## config.mk

```make
export PLATFORM = sky130hd
export DESIGN_NAME = decode_stage
export DESIGN_NICKNAME = d
export VERILOG_FILES = /design/src/rtl/decode_stage.sv
export SDC_FILE = /design/constraint.sdc
export NUM_CORES = 1
export LEC_CHECK = 0
export CORE_MARGIN = 2
export CORE_UTILIZATION = 30
export CTS_CLUSTER_DIAMETER = 120
export CTS_CLUSTER_SIZE = 16
export DETAILED_ROUTE_END_ITERATION = 10
export PLACE_DENSITY = 0.57
export SLEW_MARGIN = 25
export SYNTH_ARGS = -nofsm -noshare
export SYNTH_HDL_FRONTEND = slang
export SYNTH_SLANG_ARGS = --single-unit
export TNS_END_PERCENT = 5
```

## constraint.sdc

```tcl
create_clock -name clk -period 4.9 [get_ports clk]
set_clock_uncertainty 0.1 [all_clocks]
set_input_delay 0.49 -clock clk [delete_from_list [all_inputs] [get_ports clk]]
set_output_delay 0.49 -clock clk [all_outputs]
set_load 0.03 [all_outputs]
```

## src/rtl/decode_stage.sv

```systemverilog
// decode_stage: registered RV32I decoder sitting between fetch and execute.
// One pipeline register with a valid/ready handshake, flush and stall.
// FENCE, SYSTEM and every malformed encoding are reported through 'illegal'.
module decode_stage #(
    parameter int XLEN = 32
) (
    input  logic            clk,
    input  logic            rst_n,
    input  logic            in_valid,
    output logic            in_ready,
    input  logic [31:0]     instr,
    input  logic [XLEN-1:0] pc,
    input  logic            flush,
    output logic            out_valid,
    input  logic            out_ready,
    output logic [XLEN-1:0] out_pc,
    output logic [2:0]      alu_op,
    output logic            alu_sign,
    output logic [1:0]      a_sel,
    output logic [1:0]      b_sel,
    output logic [XLEN-1:0] imm,
    output logic [4:0]      rs1,
    output logic [4:0]      rs2,
    output logic [4:0]      rd,
    output logic            reg_write,
    output logic            mem_read,
    output logic            mem_write,
    output logic            branch,
    output logic            jump,
    output logic [2:0]      mem_funct3,
    output logic            illegal
);

    // Full 7-bit opcodes; bits [1:0] are part of the match, so any word whose
    // low bits are not 11 falls through to the illegal default.
    localparam logic [6:0] OPC_OP     = 7'b0110011;
    localparam logic [6:0] OPC_OP_IMM = 7'b0010011;
    localparam logic [6:0] OPC_LOAD   = 7'b0000011;
    localparam logic [6:0] OPC_STORE  = 7'b0100011;
    localparam logic [6:0] OPC_BRANCH = 7'b1100011;
    localparam logic [6:0] OPC_LUI    = 7'b0110111;
    localparam logic [6:0] OPC_AUIPC  = 7'b0010111;
    localparam logic [6:0] OPC_JAL    = 7'b1101111;
    localparam logic [6:0] OPC_JALR   = 7'b1100111;

    localparam logic [1:0] A_RS1  = 2'b00;
    localparam logic [1:0] A_PC   = 2'b01;
    localparam logic [1:0] A_ZERO = 2'b10;
    localparam logic [1:0] B_RS2  = 2'b00;
    localparam logic [1:0] B_IMM  = 2'b01;
    localparam logic [1:0] B_FOUR = 2'b10;

    typedef struct packed {
        logic [2:0]      alu_op;
        logic            alu_sign;
        logic [1:0]      a_sel;
        logic [1:0]      b_sel;
        logic [XLEN-1:0] imm;
        logic [4:0]      rs1;
        logic [4:0]      rs2;
        logic [4:0]      rd;
        logic            reg_write;
        logic            mem_read;
        logic            mem_write;
        logic            branch;
        logic            jump;
        logic [2:0]      mem_funct3;
        logic            illegal;
        logic [XLEN-1:0] pc;
    } bundle_t;

    logic [6:0]  opcode_s;
    logic [2:0]  funct3_s;
    logic [6:0]  funct7_s;
    logic [31:0] imm_i_s;
    logic [31:0] imm_s_s;
    logic [31:0] imm_b_s;
    logic [31:0] imm_u_s;
    logic [31:0] imm_j_s;
    logic [31:0] imm32_s;
    bundle_t     dec_s;
    bundle_t     bundle_r;
    logic        valid_r;
    logic        capture_s;

    assign opcode_s = instr[6:0];
    assign funct3_s = instr[14:12];
    assign funct7_s = instr[31:25];

    assign imm_i_s = {{20{instr[31]}}, instr[31:20]};
    assign imm_s_s = {{20{instr[31]}}, instr[31:25], instr[11:7]};
    assign imm_b_s = {{19{instr[31]}}, instr[31], instr[7], instr[30:25], instr[11:8], 1'b0};
    assign imm_u_s = {instr[31:12], 12'h000};
    assign imm_j_s = {{11{instr[31]}}, instr[31], instr[19:12], instr[20], instr[30:21], 1'b0};

    // No skid buffer: accept whenever the register is empty or being drained.
    assign in_ready  = !valid_r || out_ready;
    // Flush wins over capture; the instruction offered alongside it is dropped.
    assign capture_s = in_valid && in_ready && !flush;

    // Decode the incoming word into the control bundle, then gate side effects.
    always_comb begin
        dec_s            = '0;
        imm32_s          = 32'h0000_0000;
        dec_s.rs1        = instr[19:15];
        dec_s.rs2        = instr[24:20];
        dec_s.rd         = instr[11:7];
        dec_s.mem_funct3 = funct3_s;
        dec_s.pc         = pc;
        case (opcode_s)
            OPC_OP: begin
                dec_s.alu_op    = funct3_s;
                dec_s.alu_sign  = instr[30];
                dec_s.b_sel     = B_RS2;
                dec_s.reg_write = 1'b1;
                dec_s.illegal   = !((funct7_s == 7'h00) ||
                                    ((funct7_s == 7'h20) &&
                                     ((funct3_s == 3'b000) || (funct3_s == 3'b101))));
            end
            OPC_OP_IMM: begin
                dec_s.alu_op    = funct3_s;
                // Only shifts carry a sign bit; a negative ADDI/SLTI immediate must not.
                dec_s.alu_sign  = (funct3_s == 3'b101) ? instr[30] : 1'b0;
                dec_s.b_sel     = B_IMM;
                dec_s.reg_write = 1'b1;
                imm32_s         = imm_i_s;
                case (funct3_s)
                    3'b001:  dec_s.illegal = (funct7_s != 7'h00);
                    3'b101:  dec_s.illegal = !((funct7_s == 7'h00) || (funct7_s == 7'h20));
                    default: dec_s.illegal = 1'b0;
                endcase
            end
            OPC_LOAD: begin
                dec_s.b_sel     = B_IMM;
                dec_s.mem_read  = 1'b1;
                dec_s.reg_write = 1'b1;
                imm32_s         = imm_i_s;
                dec_s.illegal   = (funct3_s == 3'b011) || (funct3_s == 3'b110) ||
                                  (funct3_s == 3'b111);
            end
            OPC_STORE: begin
                dec_s.b_sel     = B_IMM;
                dec_s.mem_write = 1'b1;
                imm32_s         = imm_s_s;
                dec_s.illegal   = (funct3_s >= 3'b011);
            end
            OPC_BRANCH: begin
                dec_s.branch = 1'b1;
                dec_s.b_sel  = B_RS2;
                imm32_s      = imm_b_s;
                case (funct3_s)
                    3'b000, 3'b001: begin
                        dec_s.alu_op   = 3'b000;
                        dec_s.alu_sign = 1'b1;
                    end
                    3'b100, 3'b101: dec_s.alu_op = 3'b010;
                    3'b110, 3'b111: dec_s.alu_op = 3'b011;
                    default:        dec_s.illegal = 1'b1;
                endcase
            end
            OPC_LUI: begin
                dec_s.a_sel     = A_ZERO;
                dec_s.b_sel     = B_IMM;
                dec_s.reg_write = 1'b1;
                imm32_s         = imm_u_s;
            end
            OPC_AUIPC: begin
                dec_s.a_sel     = A_PC;
                dec_s.b_sel     = B_IMM;
                dec_s.reg_write = 1'b1;
                imm32_s         = imm_u_s;
            end
            OPC_JAL: begin
                dec_s.a_sel     = A_PC;
                dec_s.b_sel     = B_FOUR;
                dec_s.jump      = 1'b1;
                dec_s.reg_write = 1'b1;
                imm32_s         = imm_j_s;
            end
            OPC_JALR: begin
                dec_s.a_sel     = A_PC;
                dec_s.b_sel     = B_FOUR;
                dec_s.jump      = 1'b1;
                dec_s.reg_write = 1'b1;
                imm32_s         = imm_i_s;
                dec_s.illegal   = (funct3_s != 3'b000);
            end
            default: begin
                dec_s.a_sel   = A_RS1;
                dec_s.illegal = 1'b1;
            end
        endcase
        dec_s.imm       = XLEN'($signed(imm32_s));
        // An illegal word must have no architectural side effect; x0 is never written.
        dec_s.reg_write = dec_s.reg_write & ~dec_s.illegal & (dec_s.rd != 5'd0);
        dec_s.mem_read  = dec_s.mem_read  & ~dec_s.illegal;
        dec_s.mem_write = dec_s.mem_write & ~dec_s.illegal;
        dec_s.branch    = dec_s.branch    & ~dec_s.illegal;
        dec_s.jump      = dec_s.jump      & ~dec_s.illegal;
    end

    // Valid flag: flush clears, capture sets, a drain with nothing behind clears.
    always_ff @(posedge clk or negedge rst_n) begin
        if (!rst_n) begin
            valid_r <= 1'b0;
        end else if (flush) begin
            valid_r <= 1'b0;
        end else if (capture_s) begin
            valid_r <= 1'b1;
        end else if (out_ready) begin
            valid_r <= 1'b0;
        end else begin
            valid_r <= valid_r;
        end
    end

    // Datapath register loads only on capture, so a stall keeps it bit-stable.
    always_ff @(posedge clk or negedge rst_n) begin
        if (!rst_n) begin
            bundle_r <= '0;
        end else if (capture_s) begin
            bundle_r <= dec_s;
        end else begin
            bundle_r <= bundle_r;
        end
    end

    assign out_valid  = valid_r;
    assign out_pc     = bundle_r.pc;
    assign alu_op     = bundle_r.alu_op;
    assign alu_sign   = bundle_r.alu_sign;
    assign a_sel      = bundle_r.a_sel;
    assign b_sel      = bundle_r.b_sel;
    assign imm        = bundle_r.imm;
    assign rs1        = bundle_r.rs1;
    assign rs2        = bundle_r.rs2;
    assign rd         = bundle_r.rd;
    assign reg_write  = bundle_r.reg_write;
    assign mem_read   = bundle_r.mem_read;
    assign mem_write  = bundle_r.mem_write;
    assign branch     = bundle_r.branch;
    assign jump       = bundle_r.jump;
    assign mem_funct3 = bundle_r.mem_funct3;
    assign illegal    = bundle_r.illegal;

endmodule

```

* Yosys cells after proc, flatten, opt, wreduce, memory -nomap -nowiden
Index checks and enable logic that the tools add are counted.
Word-level totals: bits in registers 97, input bits 69, output and inout port bits 98, logic and storage cells 89
Cells by class: $lt $le $gt $ge 1, equal/unequal tests 16, multiplexer cells 18, bitwise operators 7, reduce and logical (&&, ||, !) cells 30
Operators by type and width (number):
- 32-bit case mux with 5 select lines | 1
- 7-bit by 6-bit equality test with 1-bit output (second input constant) | 4
- 7-bit equality test (second input constant) | 3
- 7-bit by 5-bit equality test with 1-bit output (second input constant) | 2
- 3-bit equality test (second input constant) | 4
- 2-bit case mux with 2 select lines | 3
- 4-bit case mux with 3 select lines | 1
- 1-bit two-way mux | 11
- 2-bit OR reduction | 5
- 3-bit OR reduction | 3
- 7-bit by 2-bit equality test with 1-bit output (second input constant) | 1
- 7-bit zero test | 1
- 1-bit case mux with 7 select lines | 1
- 7-bit nonzero test | 1
- 7-bit OR reduction | 1
- 1-bit bitwise AND | 6
- 1-bit logical OR | 6
- 3-bit nonzero test | 2
- 6-bit OR reduction | 1
- 5-bit nonzero test | 1
- 5-bit OR reduction | 1
- 1-bit zero test | 4
- 3-bit by 1-bit equality test with 1-bit output (second input constant) | 1
- 3-bit by 2-bit equality test with 1-bit output (second input constant) | 1
- other kinds (5) | 7

* Longest topological paths before layout
Gate-level depths: netlist (run 1).
depth after elaboration 9, mapped depth 8, mapped depth without buffers 6

* Worst setup path before layout (run 1)
OpenSTA, ideal clock, no wires.
kind reg-to-reg, start register valid_r, in the netlist out_valid, end register bundle_r (netlist bit reg_write), setup time 68 ps, arrival time 1984 ps, required time 4732 ps, setup slack 2748 ps, stages on the path, launching flop included 8, buffers on the path 1, period minus slack after synthesis 2152 ps, path through dfrtp_1 -> nor2b_4 -> inv_2 -> nand3b_1 -> buf_2 -> or3_4 -> a2111oi_4 -> a32o_1
On the way: word-level cells in the longest chain between the ends 4
RTL lines:
- start: declaration | RTL line 83 | logic valid_r;
- start signal: assignment | RTL line 213 | valid_r <= valid_r;
- 1-bit zero test | RTL line 97 | assign in_ready = !valid_r || out_ready;
- 1-bit logical OR | RTL line 97
- named net in_ready | RTL line 10 | output logic in_ready,
- 1-bit logical AND (2 in a row) | RTL line 99 | assign capture_s = in_valid && in_ready && !flush;
- end signal: assignment | RTL line 222 | bundle_r <= dec_s;
- end signal: assignment | RTL line 224 | bundle_r <= bundle_r;
- end: declaration | RTL line 82 | bundle_t bundle_r;
The timed path passes the listed nets, and every way through them passes these cells. A chain may end at the register's enable or synchronous reset.

* Final worst setup path (run 1)
start input instr[3], end register bundle_r (netlist bit imm[0])
On the way: word-level cells in the longest chain between the ends 3, elaborated cells between the ends (all ways) 11, those cells by class 8 x eq/ne; 1 x mux; 2 x reduce/logical
RTL lines:
- start: declaration | RTL line 11 | input logic [31:0] instr,
- 7-bit equality test, or another cell as far along | RTL line 110 | case (opcode_s)
- 3-bit OR reduction (no line) or 2-bit OR reduction (tied branches)
- 32-bit case mux with 5 select lines * | RTL line 110
Mark *: on every way between the ends. The rest lies on a longest branch, timed or not.

==> flow_metrics.tcl, run 1 <==
set metrics [dict create \
    status "completed" \
    wirelength_um 13000 \
    antenna_found_initial 0 \
    ctsHoldBuffers 0 \
    yosysTopAreaCell "dfrtp_1" \
    clk_pin_slew_worst_paths_ps 70 \
    fin_crit_sh 0.563 \
    first_global_vias 3827 \
    fp.dieArea_um2 14800 \
    cts_tree "built" \
    synth.distinct_cells 48 \
    crit_arrival_ps 2870 \
    yosysWarnings 0 \
    layout.cells.most_common "nand2_1" \
    cp_cell_sequence "clkdlybuf4s50_1, nand4bb_1, o22ai_1, or2_1, o21ai_1, o21ai_0" \
    nets 679 \
    syn2layout_area_growth_pct 50.8 \
    place_congestion 0.846 \
    io_pins 167 \
    max_freq_mhz 362 \
    synth_seq_area_share 0.584 \
    clkLatencyLatePin_ps 350 \
    clockBufferDepth 2 \
    drc_errors 0 \
    critical_path_class "primary input to flop" \
    crit_path_max_incr_delay_ps 680 \
    clock_sinks 97 \
    ys_ff_latch 97 \
    final_max_slew_viol_count 0 \
    grt_util_all_layers 0.178 \
    fin_setup_tns_ps 0 \
    core_um2 13400 \
    drive_above_1_share 0.0488 \
    grt_pass1_wl_um 20300 \
    syn_inst 460 \
    power_density_nw_per_um2 350 \
    yosysTopAreaCellShare 0.584 \
    ys_top_cells_by_area "dfrtp_1 58%, nand2_1 17%, nand3_1 3.1%" \
    viasPerCell 4.83 \
    ff2ff_setup_slack_ps 2590 \
    fin_crit_ps 2760 \
    regToRegEndpoint "imm[0]" \
    pre_cts_ws_ps 1770 \
    initial_core_util 0.310 \
    cts_resized 0 \
    async_reset_ff_frac 1.00 \
    maxSlewHeadroom 0.346 \
    cts_made_buffers 9 \
    path_max_fanout 11 \
    layout_setup_ws_ps 2140 \
    r2r-start "out_valid" \
    clock-root-buffer "clkbuf_16" \
    fp.dieW_um 122 \
    num_vias 3820 \
    wire_per_inst_um 16.4 \
    hold_viol_final 0 \
    ir_drop_v 0.000189 \
    die_height_um 122 \
    critical-path-slowest-cell "clkdlybuf4s50_1" \
    setup.worst_path.end_class "flop" \
    num_rows 42 \
    synth_edf_count 0 \
    cts_setup_buffers 0 \
    syn-cell-area_um2 4150 \
    maxCapViolCount 0 \
    critPathRequiredTime_ps 5010 \
    hpwl_um 9030 \
    layout_common_cells "187 x nand2_1, 165 x clkdlybuf4s50_1, 97 x dfrtp_1" \
    drt_pass1_iterations 4 \
    tightestPinTransition_ps 973 \
    diodes 0 \
    grt_max_degree 99 \
    setup_viol 0 \
    synth_fp_nets 529 \
    ys.flop_type "dfrtp_1" \
    grt_overflow 0 \
    syn_area_per_cell_um2 9.03 \
    hp-class "primary input to async pin" \
    grt_setup_unrepaired "no" \
    drt_iter0_drc 313 \
    startpoint_type "primary input" \
    numPortBuffers 166 \
    ant_nets 0 \
    p_leak_nw 2.84 \
    r2r_cells 5 \
    htree_levels 3 \
]
flip-flops by register name (all words and copies together), names as in the netlist:
| register | flops |
|---|---|
| jump | 1 |
| out_pc | 32 |
| reg_write | 1 |
| rs1 | 5 |
| b_sel | 2 |
| rs2 | 5 |
| imm | 32 |
| mem_read | 1 |
| mem_funct3 | 3 |
| alu_sign | 1 |
| branch | 1 |
| a_sel | 2 |
| illegal | 1 |
| alu_op | 3 |
| rd | 5 |
| mem_write | 1 |
| out_valid | 1 |
cell families after synthesis:
group,synth area share
buffers and inverters,0.0358
AOI/OAI and AO/OA,0.103
xor gates and xnor gates,0.00211
muxes,0.00512
DFF,0.584
and+or+nand+nor,0.269
per-stage QoR:
stage	area, µm²	std cells	hold slack [ps]	utilization	total power [W]
final	6260	791	109	0.468	0.00220
after global routing	6260	791	170	0.468	0.00230
after CTS	6260	791	136	0.467	0.00222
after detailed placement	5940	775	359	0.443	0.00145
after global placement	5940	775	357	0.443	0.00144
after floorplan	4150	460	94.4	-	0.00118
critical path, delay by kind of cell:
family          cells  cell delay, ps
compound gates      3            1070
buf+inv             1             680
simple gates        2             620
worst max path at each step:
stage                          from         to  slack (ps)  cells after the start
after floorplan           out_valid  reg_write        2750                      7
after global placement     instr[3]     imm[0]        1910                      6
after detailed placement   instr[3]     imm[0]        1770                      6
after CTS                  instr[3]     imm[0]        2160                      6
after global routing       instr[3]     imm[0]        1900                      6
final                      instr[3]     imm[0]        2140                      6
area by class of cell:
type	count	area [µm²]
well taps	176	220
repair buffers	170	1690
clock inverters	6	90.1
flip-flops and latches	97	2430
clock buffers	10	229
fillers	1306	7140
inverters	6	22.5
multi-input cells	326	1580
metal layers:
layer  vias to the layer above  global-route usage  share of wire
met5                         -                   0              0
met4                         0              0.0582          0.020
met3                        20              0.0679          0.091
met2                       154               0.265           0.44
met1                      1820               0.240           0.45
li1                       1826                   -              -
cell usage after synthesis, drive strengths merged (2+ instances only):
library cell / instances
nor2b: 3
a32o: 2
nand3: 26
a32oi: 3
buf: 15
inv: 6
nor3: 8
nor2: 23
nor4: 4
clkbuf: 16
or2: 2
nand2: 187
o21ai: 18
nand2b: 2
a21oi: 10
dfrtp: 97
a221oi: 5
a2111oi: 2
o22ai: 2
a22o: 9
power breakdown:
part / switching, W / internal, W
Sequential: 0.0000392 / 0.000873
Combinational: 0.000304 / 0.000212
Clock: 0.000318 / 0.000449
(Power assumes the default switching activity.)
==> run 2, diff against run 1 <==
- PLACE_DENSITY: 0.57 -> 0.59
- clock period: 4.9 -> 2.5 ns (I/O delays scaled with it)
==> flow_metrics.tcl, run 2 (same netlist as run 1, synthesis figures left out) <==
set metrics [dict create \
    diodes 0 \
    viasPerCell 4.73 \
    layout.cells.most_common "nand2_1" \
    clkLatencyLatePin_ps 340 \
    setup.worst_path.end_class "flop" \
    tightestPinTransition_ps 881 \
    num_vias 3822 \
    grt_setup_unrepaired "no" \
    fp.dieW_um 122 \
    hp-class "primary input to flop" \
    ff2ff_setup_slack_ps 490 \
    r2r_cells 6 \
    ctsHoldBuffers 1 \
    hold_depth 3 \
    grt_overflow 0 \
    clockBufferDepth 2 \
    drive_above_1_share 0.0728 \
    wirelength_um 12800 \
    path_max_fanout 10 \
    final_max_slew_viol_count 0 \
    cts_resized 0 \
    power_density_nw_per_um2 640 \
    hold_viol_final 0 \
    ant_nets 0 \
    antenna_found_initial 0 \
    drc_errors 0 \
    setup_viol 0 \
    hold_start "pc[3]" \
    fin_crit_ps 2020 \
    fin_crit_sh 0.809 \
    cts_made_buffers 9 \
    core_um2 13400 \
    report.power.total_w 0.00408 \
    grt_pass1_wl_um 20400 \
    htree_levels 3 \
    regToRegEndpoint "reg_write" \
    critPathRequiredTime_ps 2670 \
    nets 698 \
    place_congestion 0.884 \
    max_freq_mhz 494 \
    initial_core_util 0.310 \
    clock-root-buffer "clkbuf_16" \
    first_global_vias 3864 \
    syn2layout_area_growth_pct 53.7 \
    r2r-start "out_valid" \
    cts_tree "built" \
    fin_setup_tns_ps 0 \
    hpwl_um 9240 \
    clk_pin_slew_worst_paths_ps 60 \
    critical_path_class "primary input to flop" \
    num_rows 42 \
    clock_sinks 97 \
    ir_drop_v 0.000254 \
    grt_util_all_layers 0.178 \
    startpoint_type "primary input" \
    fp.dieArea_um2 14800 \
    hold-path-endpoint "out_pc[3]" \
    status "completed" \
    p_leak_nw 2.92 \
    cts_setup_buffers 0 \
    crit_arrival_ps 2200 \
    grt_max_degree 99 \
    layout_setup_ws_ps 478 \
    drt_iter0_drc 249 \
    die_height_um 122 \
    maxCapViolCount 0 \
    io_pins 167 \
    pre_cts_ws_ps 113 \
    layout_common_cells "187 x nand2_1, 165 x clkdlybuf4s50_1, 97 x dfrtp_1" \
    drt_pass1_iterations 5 \
    maxSlewHeadroom 0.408 \
    wire_per_inst_um 15.8 \
    numPortBuffers 166 \
]
run 2: cell types whose count changed in the layout (fill, tap and decap cells not counted), sizes merged:
cell	delta
buf	+18
bufinv	-2
clkbuf	+1
clkinv	+1
clkinvlp	-1
dlygate4sd3	+1
inv	-1
run 2: worst max path at each step:
stage,startpoint,endpoint,depth (start not counted)
after global placement,out_ready,reg_write,7
after detailed placement,instr[5],imm[13],7
after CTS,out_valid,reg_write,6
after global routing,instr[5],imm[13],7
final,instr[5],imm[13],7
after floorplan,out_valid,reg_write,7
run 2: power by group:
group	switching [W]	leakage (nW)	internal, W
registers	0.0000777	1.26	0.00171
logic	0.000600	1.53	0.000437
clock network	0.000568	0.131	0.000689
run 2: cell type report:
cell class	instances	area, µm²
clock inverters	3	18.8
fillers	1268	7010
inverters	6	22.5
flip-flops and latches	97	2430
multi-input cells	326	1580
clock buffers	11	243
well taps	176	220
repair buffers	189	1870
run 2: critical path: stages:
cell	delay [ps]
clkdlybuf4s50_1	570
buf_4	240
nand2_1	80
o2111ai_1	90
nor3_1	690
a21oi_1	120
o21ai_1	150
run 2: per-layer routing:
| metal | GRT usage | routed length (µm) | part of all wire | vias up |
|---|---|---|---|---|
| met5 | 0 | 0 | 0 | - |
| li1 | - | - | - | 1861 |
| met3 | 0.0552 | 1070 | 0.083 | 12 |
| met1 | 0.238 | 5940 | 0.46 | 1805 |
| met4 | 0.0618 | 142 | 0.011 | 0 |
| met2 | 0.274 | 5650 | 0.44 | 144 |
run 2: metrics by stage:
stage | area [µm²] | utilization | hold WS, ps | std cells
2_1_floorplan | 4150 | - | -146 | 460
3_3_place_gp | 6110 | 0.456 | 174 | 793
3_5_place_dp | 6110 | 0.456 | 168 | 793
4_1_cts | 6390 | 0.477 | 316 | 808
5_1_grt | 6390 | 0.477 | 324 | 808
6_report | 6390 | 0.477 | 327 | 808
==> run 3, diff against run 2 <==
- clock period: 2.5 -> 1.7 ns (I/O delays scaled with it)
==> flow_metrics.tcl, run 3 (same netlist as run 1, synthesis figures left out) <==
set metrics [dict create \
    die_height_um 122 \
    drt_iter0_drc 200 \
    layout_setup_ws_ps -61.8 \
    fin_crit_ps 1760 \
    fp.dieW_um 122 \
    clock_sinks 97 \
    drt_pass1_iterations 5 \
    power_density_nw_per_um2 881 \
    syn2layout_area_growth_pct 65.0 \
    grt_pass1_wl_um 21000 \
    critPathRequiredTime_ps 1880 \
    fin_crit_sh 1.04 \
    fp.dieArea_um2 14800 \
    hold_viol_final 0 \
    grt_setup_unrepaired "yes" \
    wire_per_inst_um 15.8 \
    fillCellCount 1226 \
    setup.worst_path.end_class "flop" \
    viasPerCell 4.78 \
    drive_above_1_share 0.157 \
    multi_input_area_um2 1680 \
    first_global_vias 3963 \
    final_core_utilization 0.511 \
    num_vias 4074 \
    nets 741 \
    htree_levels 3 \
    setup_viol 4 \
    startpoint_type "primary input" \
    r2r_cells 6 \
    cts_made_buffers 9 \
    io_pins 167 \
    violations "negative setup slack" \
    maxCapViolCount 0 \
    tightestPinTransition_ps 496 \
    core_um2 13400 \
    num_rows 42 \
    grt_util_all_layers 0.185 \
    clkLatencyLatePin_ps 330 \
    grt_max_degree 98 \
    status "complete, but fails checks" \
    critical_path_class "primary input to flop" \
    p_leak_nw 3.45 \
    drc_errors 0 \
    hold_depth 4 \
    layout.cells.most_common "nand2_1" \
    grt_overflow 0 \
    register_area_um2 2430 \
    numPortBuffers 166 \
    ant_nets 0 \
    clk_pin_slew_worst_paths_ps 60 \
    clock-root-buffer "clkbuf_16" \
    hp-class "primary input to flop" \
    path_max_fanout 4 \
    ir_drop_v 0.000514 \
    wirelength_um 13500 \
    diodes 0 \
    cts_tree "built" \
    clockBufferDepth 2 \
    hpwl_um 9990 \
    pre_cts_ws_ps -450 \
    place_congestion 0.857 \
    final_max_slew_viol_count 0 \
    max_freq_mhz 568 \
    layout_common_cells "186 x nand2_1, 141 x clkdlybuf4s50_1, 96 x dfrtp_1" \
    maxSlewHeadroom 0.661 \
    crit_arrival_ps 1940 \
    initial_core_util 0.310 \
    antenna_found_initial 1 \
]
[run 3: cell count changes in the layout (fill, tap and decap cells not counted), sizes merged]
cell and change:
buf +45, clkbuf +1, clkdlybuf4s50 -24, dlygate4sd2 +2, dlymetal6s2s +20
[run 3: critical path: stages]
cell and delay, ps:
clkdlybuf4s50_1 510, buf_6 120, nor2b_1 60, nor3_2 230, a41oi_2 80, buf_4 170
a2111oi_4 370, a32o_1 220
[run 3: layout make-up]
| cell class | instances | share of cell area |
|---|---|---|
| clock buffers | 12 | 0.0345 |
| well taps | 176 | 0.0321 |
| multi-input cells | 326 | 0.245 |
| clock inverters | 3 | 0.00274 |
| flip-flops and latches | 97 | 0.354 |
| repair buffers | 232 | 0.328 |
| inverters | 6 | 0.00365 |
[run 3: stage by stage]
stage / std cells / setup TNS, ps / instance area, µm² / hold WS, ps / total power (W)
2_1_floorplan: 460 / -3350 / 4160 / -226 / 0.00341
3_3_place_gp: 833 / -20460 / 6400 / 168 / 0.00424
3_5_place_dp: 833 / -21430 / 6400 / 174 / 0.00427
4_1_cts: 849 / -258 / 6700 / 238 / 0.00611
5_1_grt: 852 / -685 / 6850 / 240 / 0.00633
6_report: 852 / -150 / 6850 / 227 / 0.00604
[run 3: where the power goes]
group | internal, W | total [W] | leakage [nW] | switching (W)
Combinational | 0.000690 | 0.00160 | 2.06 | 0.000910
Sequential | 0.00252 | 0.00264 | 1.26 | 0.000116
Clock | 0.000983 | 0.00181 | 0.126 | 0.000824
Total | 0.00419 | 0.00604 | 3.45 | 0.00185
[run 3: what timing repair did]
action	in CTS	in global routing
hold buffers	1	0
hold endpoints to repair	97	0
gates resized for setup	10	41
endpoints found under the setup margin	28	70
gates cloned	0	0
pin swaps	2	6
setup buffers	0	3
[run 3: worst paths after layout]
path / slack, ps / start / endpoint
setup / recovery: -60 / instr[4] / reg_write
max in group asynchronous: 770 / rst_n / out_pc[7]
hold / removal: 230 / instr[5] / a_sel[1]
setup reg to reg: -60 / out_valid / reg_write
hold reg to reg: 370 / rd[0] / rd[0]
min in group asynchronous: 320 / rst_n / imm[18]
[run 3: per-layer routing]
layer / GRT usage / up-vias / routed length (µm)
met5: 0 / - / 11
met4: 0.0747 / 2 / 307
met3: 0.0449 / 20 / 972
met2: 0.294 / 147 / 6570
met1: 0.243 / 1951 / 5630
li1: - / 1954 / -
